**config.mk**
```make
export PLATFORM = sky130hd
export DESIGN_NAME = score_sequencer_flat
export DESIGN_NICKNAME = d
export VERILOG_FILES = /design/src/rtl/score_sequencer_pkg.sv /design/src/rtl/score_sequencer_if.sv /design/src/rtl/score_sequencer_beat_timer.sv /design/src/rtl/score_sequencer.sv /design/src/flat_wrapper.sv
export SDC_FILE = /design/constraint.sdc
export NUM_CORES = 1
export LEC_CHECK = 0
export CAP_MARGIN = 20
export CORE_ASPECT_RATIO = 0.8
export CORE_MARGIN = 5
export CORE_UTILIZATION = 49
export DETAILED_ROUTE_END_ITERATION = 12
export PLACE_DENSITY_LB_ADDON = 0.1
export SLEW_MARGIN = 15
export SYNTH_ARGS = -nofsm -noshare
export SYNTH_HDL_FRONTEND = slang
export SYNTH_SLANG_ARGS = --single-unit
export TNS_END_PERCENT = 5
```
**constraint.sdc**
```tcl
create_clock -name sys_clk -period 2.2 [get_ports sys_clk]
set_input_delay 0.55 -clock sys_clk [delete_from_list [all_inputs] [get_ports sys_clk]]
set_output_delay 0.55 -clock sys_clk [all_outputs]
set_load 0.01 [all_outputs]
```
**src/rtl/score_sequencer_pkg.sv**
```systemverilog
// ---------------------------------------------------------------------------
// score_sequencer_pkg
//
// Shared definitions for the buzzer score sequencer. The package holds the
// layout of a score ROM entry, the end-of-score and rest encodings, the
// sequencer state type and two helpers that split an entry into its fields.
//
// Score entry layout (16 bits):
//    [15:12] dur   note length in beat ticks, 0 = end-of-score marker
//    [11:0]  note  {high, med, low} note code, 0 = rest
// ---------------------------------------------------------------------------
package score_sequencer_pkg;

   localparam int ROM_W   = 16;
   localparam int DUR_MSB = 15;
   localparam int DUR_LSB = 12;
   localparam int DUR_W   = DUR_MSB - DUR_LSB + 1;
   localparam int NOTE_W  = 12;

   localparam logic [DUR_W-1:0]  END_DUR   = 4'd0;
   localparam logic [NOTE_W-1:0] REST_NOTE = 12'h000;

   typedef enum logic [1:0] {
      IDLE  = 2'd0,
      FETCH = 2'd1,
      HOLD  = 2'd2
   } seq_state_t;

   // Duration field of a score entry
   function automatic logic [DUR_W-1:0] entry_dur(input logic [ROM_W-1:0] entry);
      return entry[DUR_MSB:DUR_LSB];
   endfunction

   // Note field of a score entry
   function automatic logic [NOTE_W-1:0] entry_note(input logic [ROM_W-1:0] entry);
      return entry[NOTE_W-1:0];
   endfunction

endpackage

```
**src/rtl/score_sequencer_if.sv**
```systemverilog
// ---------------------------------------------------------------------------
// score_sequencer_if
//
// Bundles the playback controls, the score ROM bus and the note outputs of
// the score sequencer.
//
// Signals:
//    start        one-cycle pulse, begin playback from address 0
//    stop         one-cycle pulse, abort playback
//    pause        level, freeze timing and mute while high
//    rom_addr     score ROM address (driven by the sequencer, registered)
//    rom_data     combinational ROM word {dur, note}
//    note_code    current note {high, med, low} for the frequency lookup
//    note_on      tone should sound
//    note_strobe  one-cycle pulse when note_code takes a new entry
//    playing      sequencer is not idle
//    done         one-cycle pulse at end of score (no loop) or empty score
//
// Modports:
//    master  controller side: drives controls and ROM data
//    slave   sequencer side: drives ROM address and note outputs
// ---------------------------------------------------------------------------
interface score_sequencer_if #(
   parameter int ADDR_W = 8
);
   import score_sequencer_pkg::*;

   logic              start;
   logic              stop;
   logic              pause;
   logic [ADDR_W-1:0] rom_addr;
   logic [ROM_W-1:0]  rom_data;
   logic [NOTE_W-1:0] note_code;
   logic              note_on;
   logic              note_strobe;
   logic              playing;
   logic              done;

   modport master (
      output start, stop, pause, rom_data,
      input  rom_addr, note_code, note_on, note_strobe, playing, done
   );

   modport slave (
      input  start, stop, pause, rom_data,
      output rom_addr, note_code, note_on, note_strobe, playing, done
   );

endinterface

```
**src/rtl/score_sequencer_beat_timer.sv**
```systemverilog
// ---------------------------------------------------------------------------
// beat_timer
//
// Divides the system clock into beat ticks. tick_cnt runs 0..TICK_DIV-1
// while en is high and wraps; wrap pulses on the cycle the counter sits at
// its last value with en high. clr returns the counter to 0 and wins over en.
//
// Ports:
//    clk       system clock
//    rst_n     asynchronous active-low reset
//    en        advance the counter this cycle
//    clr       synchronous clear to 0
//    wrap      counter is at TICK_DIV-1 and advancing (end of a beat)
//    tick_cnt  current position within the beat
// ---------------------------------------------------------------------------
module beat_timer #(
   parameter int TICK_DIV = 12500000,
   parameter int TICK_W   = (TICK_DIV > 1) ? $clog2(TICK_DIV) : 1
) (
   input  logic              clk,
   input  logic              rst_n,
   input  logic              en,
   input  logic              clr,
   output logic              wrap,
   output logic [TICK_W-1:0] tick_cnt
);

   localparam logic [TICK_W-1:0] TICK_LAST = TICK_W'(TICK_DIV - 1);

   assign wrap = en && (tick_cnt == TICK_LAST);

   // Beat counter: clear has priority so a fresh note always starts at 0
   always_ff @(posedge clk or negedge rst_n) begin
      if (!rst_n) begin
         tick_cnt <= '0;
      end else if (clr) begin
         tick_cnt <= '0;
      end else if (en) begin
         tick_cnt <= wrap ? '0 : tick_cnt + TICK_W'(1);
      end
   end

endmodule

```
**src/rtl/score_sequencer.sv**
```systemverilog
// ---------------------------------------------------------------------------
// score_sequencer
//
// Upstream stage of the buzzer tone generator. Walks the score ROM one entry
// at a time, holds each note for dur beat ticks, and presents the note code
// to the frequency-lookup stage. Supports start/stop/pause, a short silent
// gap at the end of every note so repeated notes are distinguishable, an
// end-of-score marker (dur = 0) and optional looping.
//
// Parameters:
//    ADDR_W    score ROM address width
//    TICK_DIV  sys_clk cycles per beat tick (2..2^24)
//    GAP_CYC   silent cycles at the end of every note, must be < TICK_DIV
//    LOOP      1 = restart at address 0 after the marker, 0 = stop with done
//
// Ports:
//    sys_clk   system clock
//    rst_n     asynchronous active-low reset
//    bus       score_sequencer_if slave: controls, ROM bus, note outputs
// ---------------------------------------------------------------------------
module score_sequencer
   import score_sequencer_pkg::*;
#(
   parameter int ADDR_W   = 8,
   parameter int TICK_DIV = 12500000,
   parameter int GAP_CYC  = 1000000,
   parameter int LOOP     = 1
) (
   input  logic              sys_clk,
   input  logic              rst_n,
   score_sequencer_if.slave  bus
);

   localparam int TICK_W = (TICK_DIV > 1) ? $clog2(TICK_DIV) : 1;

   // tick_cnt values below this still leave more than GAP_CYC cycles in the
   // last beat of a note
   localparam logic [31:0] SOUND_LIMIT = 32'(TICK_DIV - GAP_CYC);

   seq_state_t        state;
   seq_state_t        state_nxt;

   logic [ADDR_W-1:0] rom_addr;
   logic [NOTE_W-1:0] note_code;
   logic [DUR_W-1:0]  beat_cnt;
   logic              note_strobe;
   logic              note_on;
   logic              done;

   logic [DUR_W-1:0]  fetch_dur;
   logic [NOTE_W-1:0] fetch_note;
   logic              at_marker;
   logic              loop_back;

   logic              timer_en;
   logic              timer_clr;
   logic              tick_wrap;
   logic [TICK_W-1:0] tick_cnt;
   logic              note_end;
   logic              gap_clear;

   logic              load_note;
   logic              addr_zero;
   logic              addr_inc;
   logic              clear_note;
   logic              pulse_done;
   logic              beat_dec;
   logic              note_on_nxt;

   assign fetch_dur  = entry_dur(bus.rom_data);
   assign fetch_note = entry_note(bus.rom_data);
   assign at_marker  = (fetch_dur == END_DUR);
   assign loop_back  = (LOOP != 0) && (rom_addr != '0);

   // The timer only runs in an undisturbed HOLD; any other state clears it
   // so the next note starts its first beat from zero.
   assign timer_en  = (state == HOLD) && !bus.stop && !bus.start && !bus.pause;
   assign timer_clr = (state != HOLD) || bus.stop || bus.start;

   beat_timer #(
      .TICK_DIV (TICK_DIV),
      .TICK_W   (TICK_W)
   ) u_beat_timer (
      .clk      (sys_clk),
      .rst_n    (rst_n),
      .en       (timer_en),
      .clr      (timer_clr),
      .wrap     (tick_wrap),
      .tick_cnt (tick_cnt)
   );

   // Last cycle of the last beat of the current note
   assign note_end = tick_wrap && (beat_cnt == DUR_W'(1));

   // More than GAP_CYC cycles remain in the note. Because GAP_CYC < TICK_DIV
   // the gap always falls inside the final beat, so no multiply is needed.
   assign gap_clear = (beat_cnt > DUR_W'(1)) || (32'(tick_cnt) < SOUND_LIMIT);

   // State register
   always_ff @(posedge sys_clk or negedge rst_n) begin
      if (!rst_n) begin
         state <= IDLE;
      end else begin
         state <= state_nxt;
      end
   end

   // Next-state logic: stop beats start, start beats everything else, and a
   // paused HOLD simply never reaches note_end
   always_comb begin
      state_nxt = state;
      if (bus.stop) begin
         state_nxt = IDLE;
      end else if (bus.start) begin
         state_nxt = FETCH;
      end else begin
         case (state)
            IDLE: begin
               state_nxt = IDLE;
            end
            FETCH: begin
               if (!at_marker) begin
                  state_nxt = HOLD;
               end else if (loop_back) begin
                  state_nxt = FETCH;
               end else begin
                  state_nxt = IDLE;
               end
            end
            HOLD: begin
               if (note_end) begin
                  state_nxt = FETCH;
               end
            end
            default: begin
               state_nxt = IDLE;
            end
         endcase
      end
   end

   // Output/control decode for the datapath registers. Address 0 holding a
   // marker means an empty score, which ends with done even when looping.
   always_comb begin
      load_note   = 1'b0;
      addr_zero   = 1'b0;
      addr_inc    = 1'b0;
      clear_note  = 1'b0;
      pulse_done  = 1'b0;
      beat_dec    = 1'b0;
      note_on_nxt = 1'b0;
      if (bus.stop) begin
         clear_note = 1'b1;
      end else if (bus.start) begin
         addr_zero = 1'b1;
      end else begin
         case (state)
            FETCH: begin
               if (!at_marker) begin
                  load_note = 1'b1;
               end else if (loop_back) begin
                  addr_zero = 1'b1;
               end else begin
                  pulse_done = 1'b1;
                  clear_note = 1'b1;
               end
            end
            HOLD: begin
               beat_dec    = tick_wrap;
               addr_inc    = note_end;
               note_on_nxt = !bus.pause && (note_code != REST_NOTE) && gap_clear;
            end
            default: begin
            end
         endcase
      end
   end

   // Datapath registers. The address simply wraps past the top of the ROM.
   always_ff @(posedge sys_clk or negedge rst_n) begin
      if (!rst_n) begin
         rom_addr    <= '0;
         note_code   <= REST_NOTE;
         beat_cnt    <= '0;
         note_strobe <= 1'b0;
         note_on     <= 1'b0;
         done        <= 1'b0;
      end else begin
         note_strobe <= load_note;
         note_on     <= note_on_nxt;
         done        <= pulse_done;

         if (addr_zero) begin
            rom_addr <= '0;
         end else if (addr_inc) begin
            rom_addr <= rom_addr + ADDR_W'(1);
         end

         if (clear_note) begin
            note_code <= REST_NOTE;
         end else if (load_note) begin
            note_code <= fetch_note;
         end

         if (load_note) begin
            beat_cnt <= fetch_dur;
         end else if (beat_dec) begin
            beat_cnt <= beat_cnt - DUR_W'(1);
         end
      end
   end

   assign bus.rom_addr    = rom_addr;
   assign bus.note_code   = note_code;
   assign bus.note_on     = note_on;
   assign bus.note_strobe = note_strobe;
   assign bus.done        = done;
   assign bus.playing     = (state != IDLE);

endmodule

```
**src/flat_wrapper.sv**
```systemverilog
// flat-port wrapper written by rule: the top's interface ports become plain ports
module score_sequencer_flat import score_sequencer_pkg::*;
#(
   parameter int ADDR_W   = 8,
   parameter int TICK_DIV = 12500000,
   parameter int GAP_CYC  = 1000000,
   parameter int LOOP     = 1
)
  (sys_clk, rst_n, bus_start, bus_stop, bus_pause, bus_rom_data, bus_rom_addr, bus_note_code, bus_note_on, bus_note_strobe, bus_playing, bus_done);
  score_sequencer_if #(.ADDR_W(ADDR_W)) bus_i ();
  input  logic sys_clk;
  input  logic rst_n;
  input wire logic [$bits(bus_i.start)-1:0] bus_start;
  input wire logic [$bits(bus_i.stop)-1:0] bus_stop;
  input wire logic [$bits(bus_i.pause)-1:0] bus_pause;
  input wire logic [$bits(bus_i.rom_data)-1:0] bus_rom_data;
  output wire logic [$bits(bus_i.rom_addr)-1:0] bus_rom_addr;
  output wire logic [$bits(bus_i.note_code)-1:0] bus_note_code;
  output wire logic [$bits(bus_i.note_on)-1:0] bus_note_on;
  output wire logic [$bits(bus_i.note_strobe)-1:0] bus_note_strobe;
  output wire logic [$bits(bus_i.playing)-1:0] bus_playing;
  output wire logic [$bits(bus_i.done)-1:0] bus_done;
  assign bus_i.start = bus_start;
  assign bus_i.stop = bus_stop;
  assign bus_i.pause = bus_pause;
  assign bus_i.rom_data = bus_rom_data;
  assign bus_rom_addr = bus_i.rom_addr;
  assign bus_note_code = bus_i.note_code;
  assign bus_note_on = bus_i.note_on;
  assign bus_note_strobe = bus_i.note_strobe;
  assign bus_playing = bus_i.playing;
  assign bus_done = bus_i.done;
  score_sequencer #(.ADDR_W(ADDR_W), .TICK_DIV(TICK_DIV), .GAP_CYC(GAP_CYC), .LOOP(LOOP)) u_core (.sys_clk(sys_clk), .rst_n(rst_n), .bus(bus_i));
endmodule
```
[Yosys cells after proc, flatten, opt, wreduce, memory -nomap -nowiden]
Cells that the tools add are included.
Widths: inputs -> output; s select.
Cells by class
  add/sub/neg operators: 3
  muxes and demuxes: 39
  $lt $le $gt $ge: 2
  equality and inequality tests: 6
  reductions and logical operators: 21
Operator list (number)
  $mux 24: 3
  $mux 1: 25
  $add 24x1->24 const B: 1
  $eq 24x24->1 const B: 1
  $lt 24x24->1 const B: 1
  $mux 12: 2
  $mux 8: 2
  $reduce_bool 12->1: 1
  $reduce_bool 2->1: 5
  $add 8x1->8 const B: 1
  $mux 2: 4
  $mux 4: 2
  $reduce_bool 8->1: 1
  $logic_and 1x1->1: 7
  $eq 4x1->1 const B: 1
  $gt 4x1->1 const B: 1
  $logic_not 4->1: 1
  $ne 4x3->1 const B: 1
  $pmux 2 s2: 1
  $sub 4x1->4 const B: 1
  $logic_not 1->1: 3
  $logic_or 1x1->1: 3
  $eq 2x1->1 const B: 1
  $eq 2x2->1 const B: 1
  $ne 2x2->1 const B: 1
Word-level totals
  input bits: 21
  register bits: 53

[Longest topological paths before layout]
  depth after elaboration: 11
  mapped depth: 9
  depth with buffers taken out: 7

[Cells and area by module]
Synthesis repeated with hierarchy kept, for this count alone.
Unflattened totals
  cells, all modules: 308
  area total of the unflattened synthesis: 3001.6 µm²
Modules (own cells, without submodules)
  score_sequencer: cells an instance 157, area each 1612.8 µm², instances 1, seq. area each 725.7 µm²
  beat_timer: cells an instance 151, area each 1388.8 µm², instances 1, seq. area each 600.6 µm²

[Worst setup path before layout]
No wires, ideal clock.
  path type: reg2reg
  start point: reg u_core.u_beat_timer.tick_cnt[0]
  end point: reg u_core.u_beat_timer.tick_cnt[11]
  cell stages (with the launch flop): 9
  setup slack: -0.010 ns
  data required time: 2.118 ns
  arrival time: 2.128 ns
  clock period less this slack: 2.210 ns
  library setup time: 0.082 ns
  buffers on the path: 2
  cell sequence: dfrtp_1 ha_1 and4_1 clkbuf_1 and3_1 a21oi_1 clkbuf_1 a41oi_1 a31oi_1
Between the ends
  word-level cells in the longest chain between the ends: 5
  elaborated cells between the ends (all ways): 6
  those cells by class: 1 x add/sub; 1 x eq/ne; 3 x mux; 1 x reduce/logical
Ends and longest elaborated chain
  from (decl): line score_sequencer_beat_timer.sv:25  | output logic [TICK_W-1:0] tick_cnt
  from (signal assigned): line score_sequencer_beat_timer.sv:39  | tick_cnt <= wrap ? '0 : tick_cnt + TICK_W'(1);
  parallel branches: the longest is 2 deep, another holds $add 24x1->24
  $mux 24 *: line score_sequencer_beat_timer.sv:39
  $mux 24 *: line score_sequencer_beat_timer.sv:38  | end else if (en) begin
  $mux 24 *: line score_sequencer_beat_timer.sv:36  | end else if (clr) begin
Mark *: on every way between the ends. The select of a mux whose other input is x is not followed.
A chain may end at the register's enable or synchronous reset.

[Worst setup path in the final report]
  start point: reg u_core.u_beat_timer.tick_cnt[16]
  end point: reg u_core.state[0]
Between the ends
  word-level cells in the longest chain between the ends: 4
Ends and longest elaborated chain
  $eq 24x24->1: line score_sequencer_beat_timer.sv:30  | assign wrap = en && (tick_cnt == TICK_LAST);
  $logic_and 1x1->1: line score_sequencer_beat_timer.sv:30
  $logic_and 1x1->1: line score_sequencer.sv:93  | assign note_end = tick_wrap && (beat_cnt == DUR_W'(1));
  $ne 4x3->1 (no line)
  to (signal assigned): line score_sequencer.sv:104  | state <= state_nxt;
  to (decl): line score_sequencer.sv:40  | seq_state_t state;
Every way passes these cells.

==> qor.csv <==
stage,metric,value,unit
floorplanning,ioPinCount,45,
floorplanning,die_x,96.5,um
sta,tightest_slew,0.527,ns
power_and_ir_drop,vdd_ir_drop_max,0.244,mV
clocking,cts_tree,built,
sta,slew_headroom,64.9,%
final_layout,fin_nets,452,
clocking,cts_root_buf,clkbuf_8,
synthesis,syn_inst,335,
critical_path,regToRegSetupSlack,0.05,ns
critical_path,cp-endpoint,u_core.state[0]$_DFFE_PN0P_,
route,vias,2866,
sta,hold_ws,0.216,ns
final_layout,drive_gt1_share,18.2,%
critical_path,arrival,2.34,ns
sta,setup_viol_count_final,0,
synthesis,synth_area_leaders,"dfrtp_1 45%, nand2_1 7.9%, a21oi_1 5.5%, ha_1 3.4%, a31oi_1 3.0%",
route,drt_iter0_markers,166,
sta,min_period,2.15,ns
floorplanning,core-area,5850,um2
route,drc,0,
synthesis,syn_avg_cell_area,8.76,um2
final_layout,area_growth,35.4,%
route,finalWirelength,7700,um
critical_path,cp-start-kind,register,
placement,gp_congestion,0.864,
synthesis,synth_top_cell_by_area,dfrtp_1,
placement,place.port_buffers,44,
synthesis,synth_cell_types,46,
power_and_ir_drop,powerDensity,440,nW/um2
grt,grt_pass1_vias,2760,
floorplanning,die_h,79.2,um
critical_path,critical_path_class,register to register,
sta,period_share,97.5,%
critical_path,cp.depth,7,
sta,maxSlewViolCount,0,
grt,grt_use_total,21.3,%
critical_path,crit_chain,"or4_4, nor4_4, buf_4, nand4_4, buf_6, and4_1, a211o_1",
synthesis,ys_warn_count,0,
clocking,ctsHtreeMaxLevel,2,
run_status,status,finished clean,
floorplanning,rows,25,
synthesis,synthFlopType,dfrtp_1,
critical_path,critPathCaptureType,register,
route,wl_per_cell,15.3,um
clocking,clkLatencyLatePin,0.30,ns
grt,antenna_found_initial,0,
grt,grt_start_max_net_pins,35,
synthesis,netlist_area,2930,um2
worst_hold_path,min_path_type,input port to async pin,
synthesis,synth.cells.most_frequent,"62 x nand2_1, 53 x dfrtp_1, 32 x a21oi_1, 17 x nand3_1, 16 x o21ai_0",
synthesis,synth_fp_nets,364,
placement,dp_hpwl,5670,um
critical_path,crit_start,u_core.u_beat_timer.tick_cnt[16]$_DFFE_PN0P_,
route,dr.pass1.iters,6,
critical_path,r2r_cells,7,
sta,skew,0.00549,ns
power_and_ir_drop,p_leak,1.67,nW
route,via_per_inst,5.69,
grt,grt-ovfl-total,0,
final_layout,fin_util,67.9,%
grt,grt_pass1_wl,12900,um
final_layout,diodes,0,
critical_path,slowest_stage,or4_4,
sta,fin_tns_setup,0,ns
critical_path,r2r-end,u_core.state[0]$_DFFE_PN0P_,
clocking,cts-buffers-inserted,5,
floorplanning,start_util,50.2,%
synthesis,synth.top_cell.area_share,45.2,%
synthesis,yosysMostFrequentCell,nand2_1,
synthesis,synth_edf_count,0,
synthesis,ys_ff_latch,53,
sta,fmax,466,MHz
clocking,clock_sinks,53,
final_layout,fillers,489,
critical_path,rr_startpoint,u_core.u_beat_timer.tick_cnt[16]$_DFFE_PN0P_,
synthesis,synthArstFlopShare,100,%
critical_path,critPathRequiredTime,2.39,ns
route,ant_nets,0,
flow_run,maxCapViolCount,0,
critical_path,path_delay_family,simple AND/OR/NAND/NOR gates,
critical_path,cp_slowest_stage_delay,0.56,ns
synthesis,ys_seq_area_share,45.2,%
critical_path,path_buf_inv,2,
clocking,clockBufferDepth,2,
clocking,clk_pin_slew_worst_paths,0.09,ns
power_and_ir_drop,finalPower,1.75,mW
floorplanning,dieArea,7640,um2
critical_path,crit_fanout,7,
sta,hold_viol_final,0,
clocking,ctsHoldBuffers,0,
-- how the worst min path moves through the flow --
stage | startpoint | endpoint | slack, ns | depth (start not counted)
after floorplan | rst_n | u_core.beat_cnt[0]$_DFFE_PN0P_ | 0.25 | 0
after global placement | u_core.u_beat_timer.tick_cnt[4]$_DFFE_PN0P_ | u_core.u_beat_timer.tick_cnt[4]$_DFFE_PN0P_ | 0.49 | 1
after detailed placement | u_core.u_beat_timer.tick_cnt[4]$_DFFE_PN0P_ | u_core.u_beat_timer.tick_cnt[4]$_DFFE_PN0P_ | 0.50 | 1
after CTS | rst_n | u_core.u_beat_timer.tick_cnt[6]$_DFFE_PN0P_ | 0.22 | 1
after global routing | rst_n | u_core.u_beat_timer.tick_cnt[4]$_DFFE_PN0P_ | 0.24 | 1
final | rst_n | u_core.u_beat_timer.tick_cnt[6]$_DFFE_PN0P_ | 0.22 | 1
-- cells by family after synthesis --
group	synth area share [%]
AO/OA/AOI/OAI	17.2
XOR/XNOR	1.19
adder cells (fa/ha/maj)	3.41
buffers and inverters	3.58
flip-flops	45.2
multiplexers	1.41
AND/OR/NAND/NOR	28.0
-- state kept, by name, indices dropped and copies added, names as in the netlist --
name                          count
u_core.beat_cnt                   4
u_core.bus.done                   1
u_core.bus.note_code             12
u_core.bus.note_on                1
u_core.bus.note_strobe            1
u_core.bus.rom_addr               8
u_core.state                      2
u_core.u_beat_timer.tick_cnt     24
-- cell usage in the layout, fill, tap and decap left out, drive strengths merged, types with 3 or more instances in the layout --
cell and instances:
ha 8, and3 5, o21ai 16, a31oi 14
nor4 11, buf 53, clkdlybuf4s50 43, and2 5
o211ai 3, nor3 5, clkbuf 7, or2 3
nor2 13, a21oi 32, or3 6, dfrtp 53
and4 5, a41oi 4, nand2 62, mux2i 3
nand3b 4, xnor2 3, or4 8, nand4 7
nand3 17, inv 11
-- power breakdown --
group / total [mW] / switching [mW] / internal [mW] / leakage, nW
Clock: 0.557 / 0.307 / 0.251 / 0.0443
Sequential: 1.01 / 0.0175 / 0.996 / 0.731
Combinational: 0.176 / 0.0854 / 0.0910 / 0.893
Total: 1.75 / 0.410 / 1.34 / 1.67
-- what timing repair did --
| item | in CTS | in global routing |
|---|---|---|
| pin swaps | 2 | 4 |
| gates resized for setup | 3 | 9 |
| setup endpoints to repair | 17 | 23 |
| cloned | 0 | 0 |
| setup buffers | 1 | 1 |
-- cell type report --
type | instances | area (um2) | area share [%]
Multi-Input combinational cell | 255 | 1560 | 39.3
Sequential cell | 53 | 1330 | 33.4
Timing Repair Buffer | 96 | 855 | 21.5
Tap cell | 81 | 101 | 2.55
Clock buffer | 7 | 86.3 | 2.17
Inverter | 12 | 45.0 | 1.13
-- metrics by stage --
step	setup WS [ns]	cells	instance area [um2]
2_1_floorplan	0.0486	335	2940
3_3_place_gp	-0.165	495	3810
3_5_place_dp	-0.236	495	3810
4_1_cts	0.00762	503	3930
5_1_grt	-0.00102	504	3970
6_report	0.0549	504	3970
-- routing by layer --
metal	up-vias	global-route usage, %	wire length [um]	share of wire, %
li1	1402	-	-	-
met1	1364	29.5	3560	46
met2	88	33.5	3630	47
met3	12	4.55	406	5.3
met4	0	5.88	95	1.2
met5	-	0	0	0
Power figures use the tool's default switching activity.
